===== config.mk =====
export PLATFORM = sky130hd
export DESIGN_NAME = ram_access_ctrl_flat
export DESIGN_NICKNAME = d
export VERILOG_FILES = /design/src/rtl/ram_access_ctrl_if.sv /design/src/rtl/ram_access_ctrl.sv /design/src/flat_wrapper.sv
export SDC_FILE = /design/constraint.sdc
export NUM_CORES = 1
export LEC_CHECK = 0
export ABC_AREA = 1
export BUFFER_PORTS_ARGS = -buffer_cell sky130_fd_sc_hd__buf_2
export CAP_MARGIN = 20
export CORE_MARGIN = 8
export CORE_UTILIZATION = 40
export CTS_CLUSTER_DIAMETER = 150
export DETAILED_ROUTE_END_ITERATION = 16
export HOLD_SLACK_MARGIN = 0.05
export PLACE_DENSITY = 0.74
export SLEW_MARGIN = 20
export SYNTH_ARGS = -nofsm -noshare
export SYNTH_HDL_FRONTEND = slang
export SYNTH_SLANG_ARGS = --single-unit

===== constraint.sdc =====
create_clock -name clk_i -period 3.74 [get_ports clk_i]
set_input_delay 0.561 -clock clk_i [delete_from_list [all_inputs] [get_ports clk_i]]
set_output_delay 0.561 -clock clk_i [all_outputs]
set_load 0.01 [all_outputs]

===== src/rtl/ram_access_ctrl_if.sv =====
// Request/response handshake plus RAM pin bundle between the requester, the
// sequencing controller and the 4-byte RAM.
interface ram_access_ctrl_if;
   logic       reqValid;
   logic       reqReady;
   logic [1:0] reqOp;
   logic [1:0] reqAddr;
   logic [7:0] reqData;
   logic       rspValid;
   logic       rspReady;
   logic [7:0] rspData;
   logic [7:0] ramData;
   logic [1:0] ramSel;
   logic       ramRead;
   logic       ramClearN;
   logic [7:0] ramQ;

   modport slave (
      input  reqValid, reqOp, reqAddr, reqData, rspReady, ramQ,
      output reqReady, rspValid, rspData, ramData, ramSel, ramRead, ramClearN
   );

   modport master (
      output reqValid, reqOp, reqAddr, reqData, rspReady, ramQ,
      input  reqReady, rspValid, rspData, ramData, ramSel, ramRead, ramClearN
   );
endinterface


===== src/rtl/ram_access_ctrl.sv =====
// Sequences read/write/clear requests onto the 4-byte RAM pins with fixed
// setup/strobe/hold windows; clears the RAM after every reset.
module ram_access_ctrl #(
   parameter int SETUP_CYC  = 1,
   parameter int STROBE_CYC = 1,
   parameter int HOLD_CYC   = 1,
   parameter int CLR_CYC    = 2
) (
   input logic              clk_i,
   input logic              rst_ni,
   ram_access_ctrl_if.slave bus
);

   localparam int MAX_SS  = (SETUP_CYC > STROBE_CYC) ? SETUP_CYC : STROBE_CYC;
   localparam int MAX_HC  = (HOLD_CYC > CLR_CYC) ? HOLD_CYC : CLR_CYC;
   localparam int MAX_CYC = (MAX_SS > MAX_HC) ? MAX_SS : MAX_HC;
   localparam int CNT_W   = (MAX_CYC > 1) ? $clog2(MAX_CYC) : 1;

   localparam logic [CNT_W-1:0] SETUP_LD  = CNT_W'(SETUP_CYC - 1);
   localparam logic [CNT_W-1:0] STROBE_LD = CNT_W'(STROBE_CYC - 1);
   localparam logic [CNT_W-1:0] HOLD_LD   = CNT_W'(HOLD_CYC - 1);
   localparam logic [CNT_W-1:0] CLR_LD    = CNT_W'(CLR_CYC - 1);
   localparam logic [CNT_W-1:0] CNT_ONE   = CNT_W'(1);

   localparam logic [1:0] OP_READ  = 2'b00;
   localparam logic [1:0] OP_WRITE = 2'b01;
   localparam logic [1:0] OP_CLEAR = 2'b10;

   typedef enum logic [2:0] {
      INIT, IDLE, W_SETUP, W_STROBE, W_HOLD, R_SETUP, R_RESP, CLR
   } state_t;

   state_t           state_q;
   logic [CNT_W-1:0] cnt_q;
   logic             reqReady_q;
   logic             rspValid_q;
   logic [7:0]       rspData_q;
   logic [7:0]       ramData_q;
   logic [1:0]       ramSel_q;
   logic             ramRead_q;
   logic             ramClearN_q;

   // Counter is loaded with (cycles-1) on each state entry and the state
   // advances on the edge where it has reached zero.
   always_ff @(posedge clk_i) begin
      if (!rst_ni) begin
         state_q     <= INIT;
         cnt_q       <= '0;
         reqReady_q  <= 1'b0;
         rspValid_q  <= 1'b0;
         rspData_q   <= 8'h00;
         ramData_q   <= 8'h00;
         ramSel_q    <= 2'b00;
         ramRead_q   <= 1'b1;
         ramClearN_q <= 1'b1;
      end else begin
         case (state_q)
            INIT: begin
               // First edge out of reset starts the clear pulse
               if (ramClearN_q) begin
                  ramClearN_q <= 1'b0;
                  cnt_q       <= CLR_LD;
               end else if (cnt_q == '0) begin
                  ramClearN_q <= 1'b1;
                  reqReady_q  <= 1'b1;
                  state_q     <= IDLE;
               end else begin
                  cnt_q <= cnt_q - CNT_ONE;
               end
            end
            IDLE: begin
               if (bus.reqValid && reqReady_q) begin
                  case (bus.reqOp)
                     OP_READ: begin
                        ramSel_q   <= bus.reqAddr;
                        cnt_q      <= SETUP_LD;
                        reqReady_q <= 1'b0;
                        state_q    <= R_SETUP;
                     end
                     OP_WRITE: begin
                        ramSel_q   <= bus.reqAddr;
                        ramData_q  <= bus.reqData;
                        cnt_q      <= SETUP_LD;
                        reqReady_q <= 1'b0;
                        state_q    <= W_SETUP;
                     end
                     OP_CLEAR: begin
                        ramClearN_q <= 1'b0;
                        cnt_q       <= CLR_LD;
                        reqReady_q  <= 1'b0;
                        state_q     <= CLR;
                     end
                     default: ;
                  endcase
               end
            end
            W_SETUP: begin
               if (cnt_q == '0) begin
                  ramRead_q <= 1'b0;
                  cnt_q     <= STROBE_LD;
                  state_q   <= W_STROBE;
               end else begin
                  cnt_q <= cnt_q - CNT_ONE;
               end
            end
            W_STROBE: begin
               if (cnt_q == '0) begin
                  ramRead_q <= 1'b1;
                  cnt_q     <= HOLD_LD;
                  state_q   <= W_HOLD;
               end else begin
                  cnt_q <= cnt_q - CNT_ONE;
               end
            end
            W_HOLD: begin
               if (cnt_q == '0) begin
                  reqReady_q <= 1'b1;
                  state_q    <= IDLE;
               end else begin
                  cnt_q <= cnt_q - CNT_ONE;
               end
            end
            R_SETUP: begin
               if (cnt_q == '0) begin
                  rspData_q  <= bus.ramQ;
                  rspValid_q <= 1'b1;
                  state_q    <= R_RESP;
               end else begin
                  cnt_q <= cnt_q - CNT_ONE;
               end
            end
            R_RESP: begin
               if (bus.rspReady) begin
                  rspValid_q <= 1'b0;
                  reqReady_q <= 1'b1;
                  state_q    <= IDLE;
               end
            end
            CLR: begin
               if (cnt_q == '0) begin
                  ramClearN_q <= 1'b1;
                  reqReady_q  <= 1'b1;
                  state_q     <= IDLE;
               end else begin
                  cnt_q <= cnt_q - CNT_ONE;
               end
            end
         endcase
      end
   end

   assign bus.reqReady  = reqReady_q;
   assign bus.rspValid  = rspValid_q;
   assign bus.rspData   = rspData_q;
   assign bus.ramData   = ramData_q;
   assign bus.ramSel    = ramSel_q;
   assign bus.ramRead   = ramRead_q;
   assign bus.ramClearN = ramClearN_q;

endmodule


===== src/flat_wrapper.sv =====
// flat-port wrapper written by rule: the top's interface ports become plain ports
module ram_access_ctrl_flat 
#(
   parameter int SETUP_CYC  = 1,
   parameter int STROBE_CYC = 1,
   parameter int HOLD_CYC   = 1,
   parameter int CLR_CYC    = 2
)
  (clk_i, rst_ni, bus_reqValid, bus_reqOp, bus_reqAddr, bus_reqData, bus_rspReady, bus_ramQ, bus_reqReady, bus_rspValid, bus_rspData, bus_ramData, bus_ramSel, bus_ramRead, bus_ramClearN);
  ram_access_ctrl_if bus_i ();
  input logic clk_i;
  input logic rst_ni;
  input wire logic [$bits(bus_i.reqValid)-1:0] bus_reqValid;
  input wire logic [$bits(bus_i.reqOp)-1:0] bus_reqOp;
  input wire logic [$bits(bus_i.reqAddr)-1:0] bus_reqAddr;
  input wire logic [$bits(bus_i.reqData)-1:0] bus_reqData;
  input wire logic [$bits(bus_i.rspReady)-1:0] bus_rspReady;
  input wire logic [$bits(bus_i.ramQ)-1:0] bus_ramQ;
  output wire logic [$bits(bus_i.reqReady)-1:0] bus_reqReady;
  output wire logic [$bits(bus_i.rspValid)-1:0] bus_rspValid;
  output wire logic [$bits(bus_i.rspData)-1:0] bus_rspData;
  output wire logic [$bits(bus_i.ramData)-1:0] bus_ramData;
  output wire logic [$bits(bus_i.ramSel)-1:0] bus_ramSel;
  output wire logic [$bits(bus_i.ramRead)-1:0] bus_ramRead;
  output wire logic [$bits(bus_i.ramClearN)-1:0] bus_ramClearN;
  assign bus_i.reqValid = bus_reqValid;
  assign bus_i.reqOp = bus_reqOp;
  assign bus_i.reqAddr = bus_reqAddr;
  assign bus_i.reqData = bus_reqData;
  assign bus_i.rspReady = bus_rspReady;
  assign bus_i.ramQ = bus_ramQ;
  assign bus_reqReady = bus_i.reqReady;
  assign bus_rspValid = bus_i.rspValid;
  assign bus_rspData = bus_i.rspData;
  assign bus_ramData = bus_i.ramData;
  assign bus_ramSel = bus_i.ramSel;
  assign bus_ramRead = bus_i.ramRead;
  assign bus_ramClearN = bus_i.ramClearN;
  ram_access_ctrl #(.SETUP_CYC(SETUP_CYC), .STROBE_CYC(STROBE_CYC), .HOLD_CYC(HOLD_CYC), .CLR_CYC(CLR_CYC)) u_core (.clk_i(clk_i), .rst_ni(rst_ni), .bus(bus_i));
endmodule

# [Word-level counts from Yosys, hierarchy flattened]
# Cells that the tools add are included.
[totals] register_bits=26 in_bits=24 word_cells=82
[op_classes] addsub=1 n_eq_ne=20 mux=30 bitwise_logic=1 n_reduce_logical=21
[op_table] cell="3-bit two-way mux" n=7
[op_table] cell="3-bit one-hot mux with 7 select lines" n=1
[op_table] cell="1-bit two-way mux" n=15
[op_table] cell="3-bit AND reduction" n=5
[op_table] cell="2-bit inequality test (second input constant)" n=7
[op_table] cell="3-bit == test (second input constant)" n=4
[op_table] cell="3-bit one-hot mux with 3 select lines" n=1
[op_table] cell="7-bit AND reduction" n=1
[op_table] cell="3-bit by 2-bit == test with 1-bit output (second input constant)" n=2
[op_table] cell="1-bit one-hot mux with 2 select lines" n=3
[op_table] cell="1-bit one-hot mux with 3 select lines" n=2
[op_table] cell="3-bit nonzero test" n=2
[op_table] cell="5-bit AND reduction" n=1
[op_table] cell="5-bit OR reduction" n=1
[op_table] cell="2-bit by 1-bit inequality test with 1-bit output (second input constant)" n=2
[op_table] cell="4-bit by 3-bit inequality test with 1-bit output (second input constant)" n=1
[op_table] cell="1-bit one-hot mux with 4 select lines" n=1
[op_table] cell="4-bit AND reduction" n=1
[op_table] cell="2-bit nonzero test" n=2
[op_table] cell="4-bit nonzero test" n=1
[op_table] cell="2-bit OR reduction" n=2
[op_table] cell="3-bit by 1-bit == test with 1-bit output (second input constant)" n=1
[op_table] cell="3-bit logical NOT" n=1
[op_table] cell="3-bit by 2-bit inequality test with 1-bit output (second input constant)" n=1
[op_table] cell="8 further kinds" n=8

# [Depth between registers and ports, before layout]
[depth] depth_word=5 mapped_depth=10 ltp_nobuf=9

# [Worst setup path before layout]
# OpenSTA, ideal clock, no wires.
[synth_timing] path_kind="input to register" startpoint="input port bus_reqOp[1]" endpoint="register u_core.state_q[0]" arrival_time_ns=1.494 t_required_ns=3.627 slack_ns=2.133 path_stages=9 n_path_buf=0 cell_sequence="inv_1 -> ha_1 -> or2_2 -> nor2_1 -> nand2_1 -> nand2_1 -> nor2_1 -> nor2_1 -> nor2_1"
[synth_between] elab_chain_cells=4 elab_cells_between_ends=8
[synth_rtl] element="start, declared" line_no="flat_wrapper.sv:14" text="input wire logic [$bits(bus_i.reqOp)-1:0] bus_reqOp;"
[synth_rtl] element="2-bit == test, or another cell as far along" line_no="ram_access_ctrl.sv:73" text="case (bus.reqOp)"
[synth_rtl] element="3-bit one-hot mux with 3 select lines" line_no="ram_access_ctrl.sv:73"
[synth_rtl] element="3-bit two-way mux" line_no="ram_access_ctrl.sv:72" text="if (bus.reqValid && reqReady_q) begin"
[synth_rtl] element="3-bit one-hot mux with 7 select lines" line_no="ram_access_ctrl.sv:57" text="case (state_q)"
[synth_rtl] element="end signal, assigned" line_no="ram_access_ctrl.sv:66" text="state_q <= IDLE;"
[synth_rtl] element="end signal, assigned" line_no="ram_access_ctrl.sv:78" text="state_q <= R_SETUP;"
[synth_rtl] element="end signal, assigned" line_no="ram_access_ctrl.sv:85" text="state_q <= W_SETUP;"
[synth_rtl] element="end, declared" line_no="ram_access_ctrl.sv:33" text="state_t state_q;"
# Several ways; a longest one is shown, not always the timed one. The select of a mux whose other input is x is not followed.
# A chain may end at the register's enable or synchronous reset.

# [Worst setup path after layout]
[layout_timing] startpoint="register u_core.state_q[2]" endpoint="register u_core.state_q[2]"
[layout_between] elab_chain_cells=3 elab_cells_between_ends=20
[layout_rtl] element="start signal, assigned" line_no="ram_access_ctrl.sv:47" text="state_q <= INIT;"
[layout_rtl] element="start signal, assigned" line_no="ram_access_ctrl.sv:66"
[layout_rtl] element="start signal, assigned" line_no="ram_access_ctrl.sv:78"
[layout_rtl] element="3-bit by 1-bit == test with 1-bit output, or another cell as far along" line_no="ram_access_ctrl.sv:57"
[layout_rtl] element="4-bit by 3-bit inequality test with 1-bit output (no line), or another cell as far along"
[layout_rtl] element="7-bit AND reduction (no line) or 3-bit one-hot mux with 7 select lines (tied branches)"
# Several ways; a longest one is shown, not always the timed one. The select of a mux whose other input is x is not followed.

==> report_table.html <==
<table>
<tr><th>Metric</th><th>Value</th></tr>
<tr><th colspan="2">Critical path</th></tr>
<tr><td>Launching point of the worst reg2reg path</td><td>u_core.state_q[2]</td></tr>
<tr><td>CP Class</td><td>flop to flop</td></tr>
<tr><td>Kind of capture point of the worst setup path</td><td>flop</td></tr>
<tr><td>Data required time at the worst endpoint</td><td>roughly 4.0 ns</td></tr>
<tr><td>Arr. time, crit path</td><td>~1.8 ns</td></tr>
<tr><td>Largest driver fanout on the critical path</td><td>9</td></tr>
<tr><td>Slack of the worst reg-to-reg path</td><td>approximately 2.2 ns</td></tr>
<tr><td>Depth of the worst register-to-register path</td><td>7</td></tr>
<tr><td>Element type at the critical path start</td><td>flop</td></tr>
<tr><td>Source of the critical timing path</td><td>u_core.state_q[2]</td></tr>
<tr><th colspan="2">STA</th></tr>
<tr><td>Part of the cycle the worst path needs</td><td>a little over two fifths</td></tr>
<tr><td>Final setup violation count</td><td>0</td></tr>
<tr><td>Tightest Pin Transition</td><td>about 0.64 ns</td></tr>
<tr><td>Total count of hold-check failures in the final report</td><td>0</td></tr>
<tr><td>Worst slew margin relative to its limit</td><td>56.98%</td></tr>
<tr><td>Unrepaired setup endpoints after global routing</td><td>no</td></tr>
<tr><td>Total count of max-transition violations in the final report</td><td>0</td></tr>
<tr><td>Fmax achieved</td><td>640.2 MHz</td></tr>
<tr><td>Shortest period the worst path allows</td><td>roughly 1.6 ns</td></tr>
<tr><td>Final setup TNS</td><td>0 ns</td></tr>
<tr><td>Fin Clk Skew</td><td>0.009739 ns</td></tr>
<tr><th colspan="2">Final layout</th></tr>
<tr><td>Area growth, synth to finish</td><td>19.18%</td></tr>
<tr><td>Number of antenna diodes</td><td>0</td></tr>
<tr><td>Area used by multi-input combinational logic</td><td>approximately 750 µm²</td></tr>
<tr><td>Number of nets in the final layout</td><td>approximately 260</td></tr>
<tr><td>Filler cell count</td><td>351</td></tr>
<tr><td>Fraction of layout instances using a drive strength above 1</td><td>about a third</td></tr>
<tr><td>Footprint of the flip-flops and latches</td><td>around 520 µm²</td></tr>
<tr><td>Design area</td><td>1664 µm²</td></tr>
<tr><th colspan="2">Clocking</th></tr>
<tr><td>Post-cts hold buffer count</td><td>0</td></tr>
<tr><td>Clock Root Buffer</td><td>sky130_fd_sc_hd__clkbuf_4</td></tr>
<tr><td>Clk buf depth</td><td>2</td></tr>
<tr><td>Number of buffers created by CTS</td><td>3</td></tr>
<tr><td>Clock tree from TritonCTS</td><td>done</td></tr>
<tr><td>Number of post-CTS setup repair buffers</td><td>0</td></tr>
<tr><td>Worst-skew pair later-pin latency</td><td>approximately 0.32 ns</td></tr>
<tr><td>H-tree depth reported by CTS</td><td>1</td></tr>
<tr><td>Number of gates given a new drive strength after cts</td><td>0</td></tr>
<tr><td>Number of sinks on the clock net</td><td>26</td></tr>
<tr><td>Clock-pin transition on the worst setup and hold timing paths</td><td>around 0.13 ns</td></tr>
<tr><th colspan="2">Route</th></tr>
<tr><td>Average vias per placed instance</td><td>4.517</td></tr>
<tr><td>Via count of the routed design</td><td>between 1000 and 1500</td></tr>
<tr><td>WL per Instance</td><td>around 11 µm</td></tr>
<tr><td>Remaining antenna violation count after routing</td><td>0</td></tr>
<tr><td>First-pass iteration count of the detailed router</td><td>6</td></tr>
<tr><td>Final wirelength</td><td>between 3000 and 4000 µm</td></tr>
<tr><td>Post-route DRC violation count</td><td>0</td></tr>
<tr><td>DRC violation total after the first TritonRoute iteration</td><td>between 50 and 60</td></tr>
<tr><th colspan="2">Pwr</th></tr>
<tr><td>Leakage power summed over all cells</td><td>0.8129 nW</td></tr>
<tr><td>Total power density per cell area</td><td>589.8 nW/µm²</td></tr>
<tr><td>Worst-case vdd ir drop</td><td>approximately 0.26 mV</td></tr>
<tr><th colspan="2">Synth</th></tr>
<tr><td>Distinct cell type count of the synthesized netlist</td><td>31</td></tr>
<tr><td>Sequential share of the synthesized area</td><td>between 30% and 40%</td></tr>
<tr><td>Mean post-synth cell area</td><td>between 7 and 8 µm²</td></tr>
<tr><td>Syn Inst Count</td><td>between 150 and 200</td></tr>
<tr><td>Area of the mapped netlist</td><td>~1400 µm²</td></tr>
<tr><td>Synthesis warning total</td><td>0</td></tr>
<tr><td>FF+latch count, synth</td><td>26</td></tr>
<tr><td>Syn Nets</td><td>between 200 and 250</td></tr>
<tr><th colspan="2">Die</th></tr>
<tr><td>Die boundary width</td><td>75.09 µm</td></tr>
<tr><td>Die Outline Area</td><td>approximately 5600 µm²</td></tr>
<tr><td>Number of cell rows</td><td>21</td></tr>
<tr><td>Chip height</td><td>~75 µm</td></tr>
<tr><td>Number of I/O pins</td><td>46</td></tr>
<tr><td>Starting Density</td><td>a little over two fifths</td></tr>
<tr><td>Core area</td><td>roughly 3300 µm²</td></tr>
<tr><th colspan="2">Global route</th></tr>
<tr><td>Number of global-route vias before repair</td><td>around 1100</td></tr>
<tr><td>Wire length of the first global-routing pass</td><td>just under 5000 µm</td></tr>
<tr><td>Number of antenna violations at the first check in global routing</td><td>0</td></tr>
<tr><td>Aggregate global routing overflow</td><td>0</td></tr>
<tr><td>Pin count of the biggest net entering global routing</td><td>26</td></tr>
<tr><td>Total routing resource utilization after global routing</td><td>~11%</td></tr>
<tr><th colspan="2">Placed design</th></tr>
<tr><td>Gpl congestion</td><td>0.8489</td></tr>
<tr><td>Half-perimeter wire length after placement</td><td>around 2400 µm</td></tr>
<tr><td># port buffers</td><td>45</td></tr>
<tr><td>Placed instance area</td><td>roughly 1600 µm²</td></tr>
<tr><th colspan="2">Run status</th></tr>
<tr><td>Outcome</td><td>completed</td></tr>
<tr><th colspan="2">Run</th></tr>
<tr><td>MaxCap Viol Count</td><td>0</td></tr>
<tr><th colspan="2">Min path</th></tr>
<tr><td>Launch point of the worst hold path</td><td>u_core.bus.ramSel[1]</td></tr>
<tr><td>Class of the most critical hold timing path</td><td>flop to flop</td></tr>
<tr><td>Hold Path Depth</td><td>2</td></tr>
</table>
[worst max-delay path, stage by stage, from the launching register on]
cell and delay, ns:
sky130_fd_sc_hd__dfxtp_1 0.76, sky130_fd_sc_hd__nand4_1 0.33, sky130_fd_sc_hd__nand2_4 0.14, sky130_fd_sc_hd__nor2_4 0.05
sky130_fd_sc_hd__nand2_2 0.05, sky130_fd_sc_hd__nand2_1 0.05, sky130_fd_sc_hd__nand2_1 0.07, sky130_fd_sc_hd__nor2_2 0.03
[sequential cells by signal, summed over array words and instances, names as in the netlist]
register,flops
u_core.cnt_q,1
u_core.bus.reqReady,1
u_core.bus.rspData,8
u_core.bus.ramClearN,1
u_core.bus.ramSel,2
u_core.bus.rspValid,1
u_core.bus.ramData,8
u_core.bus.ramRead,1
u_core.state_q,3
[logic make-up (layout without fill, tap and decap cells)]
family	count (synthesis)	after routing	synth area share (%)
simple gates	96	96	35.75
compound gates	34	34	13.62
flops	26	26	37.28
buf+inv	20	64	8.870
fa+ha+maj	5	5	4.480
[Yosys cell counts]
master / count / area share, %
sky130_fd_sc_hd__a21oi_1: 5 / 1.8
sky130_fd_sc_hd__a21oi_2: 1 / 0.63
sky130_fd_sc_hd__a21oi_4: 1 / 1.2
sky130_fd_sc_hd__buf_6: 3 / 2.4
sky130_fd_sc_hd__clkbuf_1: 1 / 0.27
sky130_fd_sc_hd__clkbuf_8: 1 / 0.99
sky130_fd_sc_hd__clkinv_2: 1 / 0.36
sky130_fd_sc_hd__dfxtp_1: 26 / 37
sky130_fd_sc_hd__ha_1: 5 / 4.5
sky130_fd_sc_hd__inv_1: 10 / 2.7
sky130_fd_sc_hd__inv_2: 1 / 0.27
sky130_fd_sc_hd__inv_4: 1 / 0.45
sky130_fd_sc_hd__inv_6: 1 / 0.63
sky130_fd_sc_hd__inv_8: 1 / 0.81
sky130_fd_sc_hd__nand2_1: 20 / 5.4
sky130_fd_sc_hd__nand2_2: 5 / 2.2
sky130_fd_sc_hd__nand2_4: 3 / 2.4
sky130_fd_sc_hd__nand3_1: 7 / 2.5
sky130_fd_sc_hd__nand3_2: 4 / 2.9
sky130_fd_sc_hd__nand3_4: 2 / 2.5
sky130_fd_sc_hd__nand4_1: 1 / 0.45
sky130_fd_sc_hd__nor2_1: 47 / 13
sky130_fd_sc_hd__nor2_2: 2 / 0.90
sky130_fd_sc_hd__nor2_4: 2 / 1.6
sky130_fd_sc_hd__nor2_8: 1 / 1.4
sky130_fd_sc_hd__nor3_1: 1 / 0.36
sky130_fd_sc_hd__o211ai_1: 1 / 0.54
sky130_fd_sc_hd__o21ai_0: 23 / 8.2
sky130_fd_sc_hd__o21ai_1: 2 / 0.72
sky130_fd_sc_hd__o21bai_1: 1 / 0.54
sky130_fd_sc_hd__or2_2: 1 / 0.45
[per-layer routing]
layer  vias up  part of all wire (%)  global-route usage, %
met5         -                     0                      0
met4         0                  0.59                  2.609
met3         2                    10                  2.929
met2        33                    44                  18.14
met1       518                    45                  13.08
li1        671                     -                      -
[report_power, final]
part	total (mW)	internal [mW]	leakage, nW	switching (mW)
Sequential	0.395	0.322	0.212	0.0727
Clock	0.141	0.0595	0.0210	0.0817
Combinational	0.446	0.176	0.580	0.269
[metrics by stage]
stage	setup slack, ns	power (mW)	std cells	util, %	hold slack [ns]
2_1_floorplan	2.133	0.7695	181	-	0.4671
3_3_place_gp	1.977	0.8443	267	48.78	0.4338
3_5_place_dp	1.941	0.8482	267	48.78	0.4349
4_1_cts	2.173	0.9904	271	49.87	0.4544
5_1_grt	2.065	1.070	271	49.87	0.4767
6_report	2.178	0.9815	271	49.87	0.4518
[layout by cell type (no fill, tap or decap), types with 4 or more instances in the layout]
| cell | synthesis | final |
|---|---|---|
| sky130_fd_sc_hd__nor2_1 | 47 | 47 |
| sky130_fd_sc_hd__buf_2 | 0 | 45 |
| sky130_fd_sc_hd__dfxtp_1 | 26 | 26 |
| sky130_fd_sc_hd__o21ai_0 | 23 | 23 |
| sky130_fd_sc_hd__nand2_1 | 20 | 20 |
| sky130_fd_sc_hd__inv_1 | 10 | 10 |
| sky130_fd_sc_hd__nand3_1 | 7 | 7 |
| sky130_fd_sc_hd__a21oi_1 | 5 | 5 |
| sky130_fd_sc_hd__nand2_2 | 5 | 5 |
| sky130_fd_sc_hd__ha_1 | 5 | 5 |
| sky130_fd_sc_hd__nand3_2 | 4 | 4 |
[layout make-up]
class | count | area share, %
clock buffer | 4 | 2.180
inverter | 15 | 4.361
multi-input combinational | 135 | 45.19
sequential | 26 | 31.28
tap | 46 | 3.459
timing repair buffer | 45 | 13.53
[worst paths after layout]
check / end
max reg2reg: u_core.state_q[2]
min: u_core.bus.ramSel[1]
min reg2reg: u_core.bus.ramSel[1]
max: u_core.state_q[2]
Note: power is estimated with default switching activity, not from simulation.
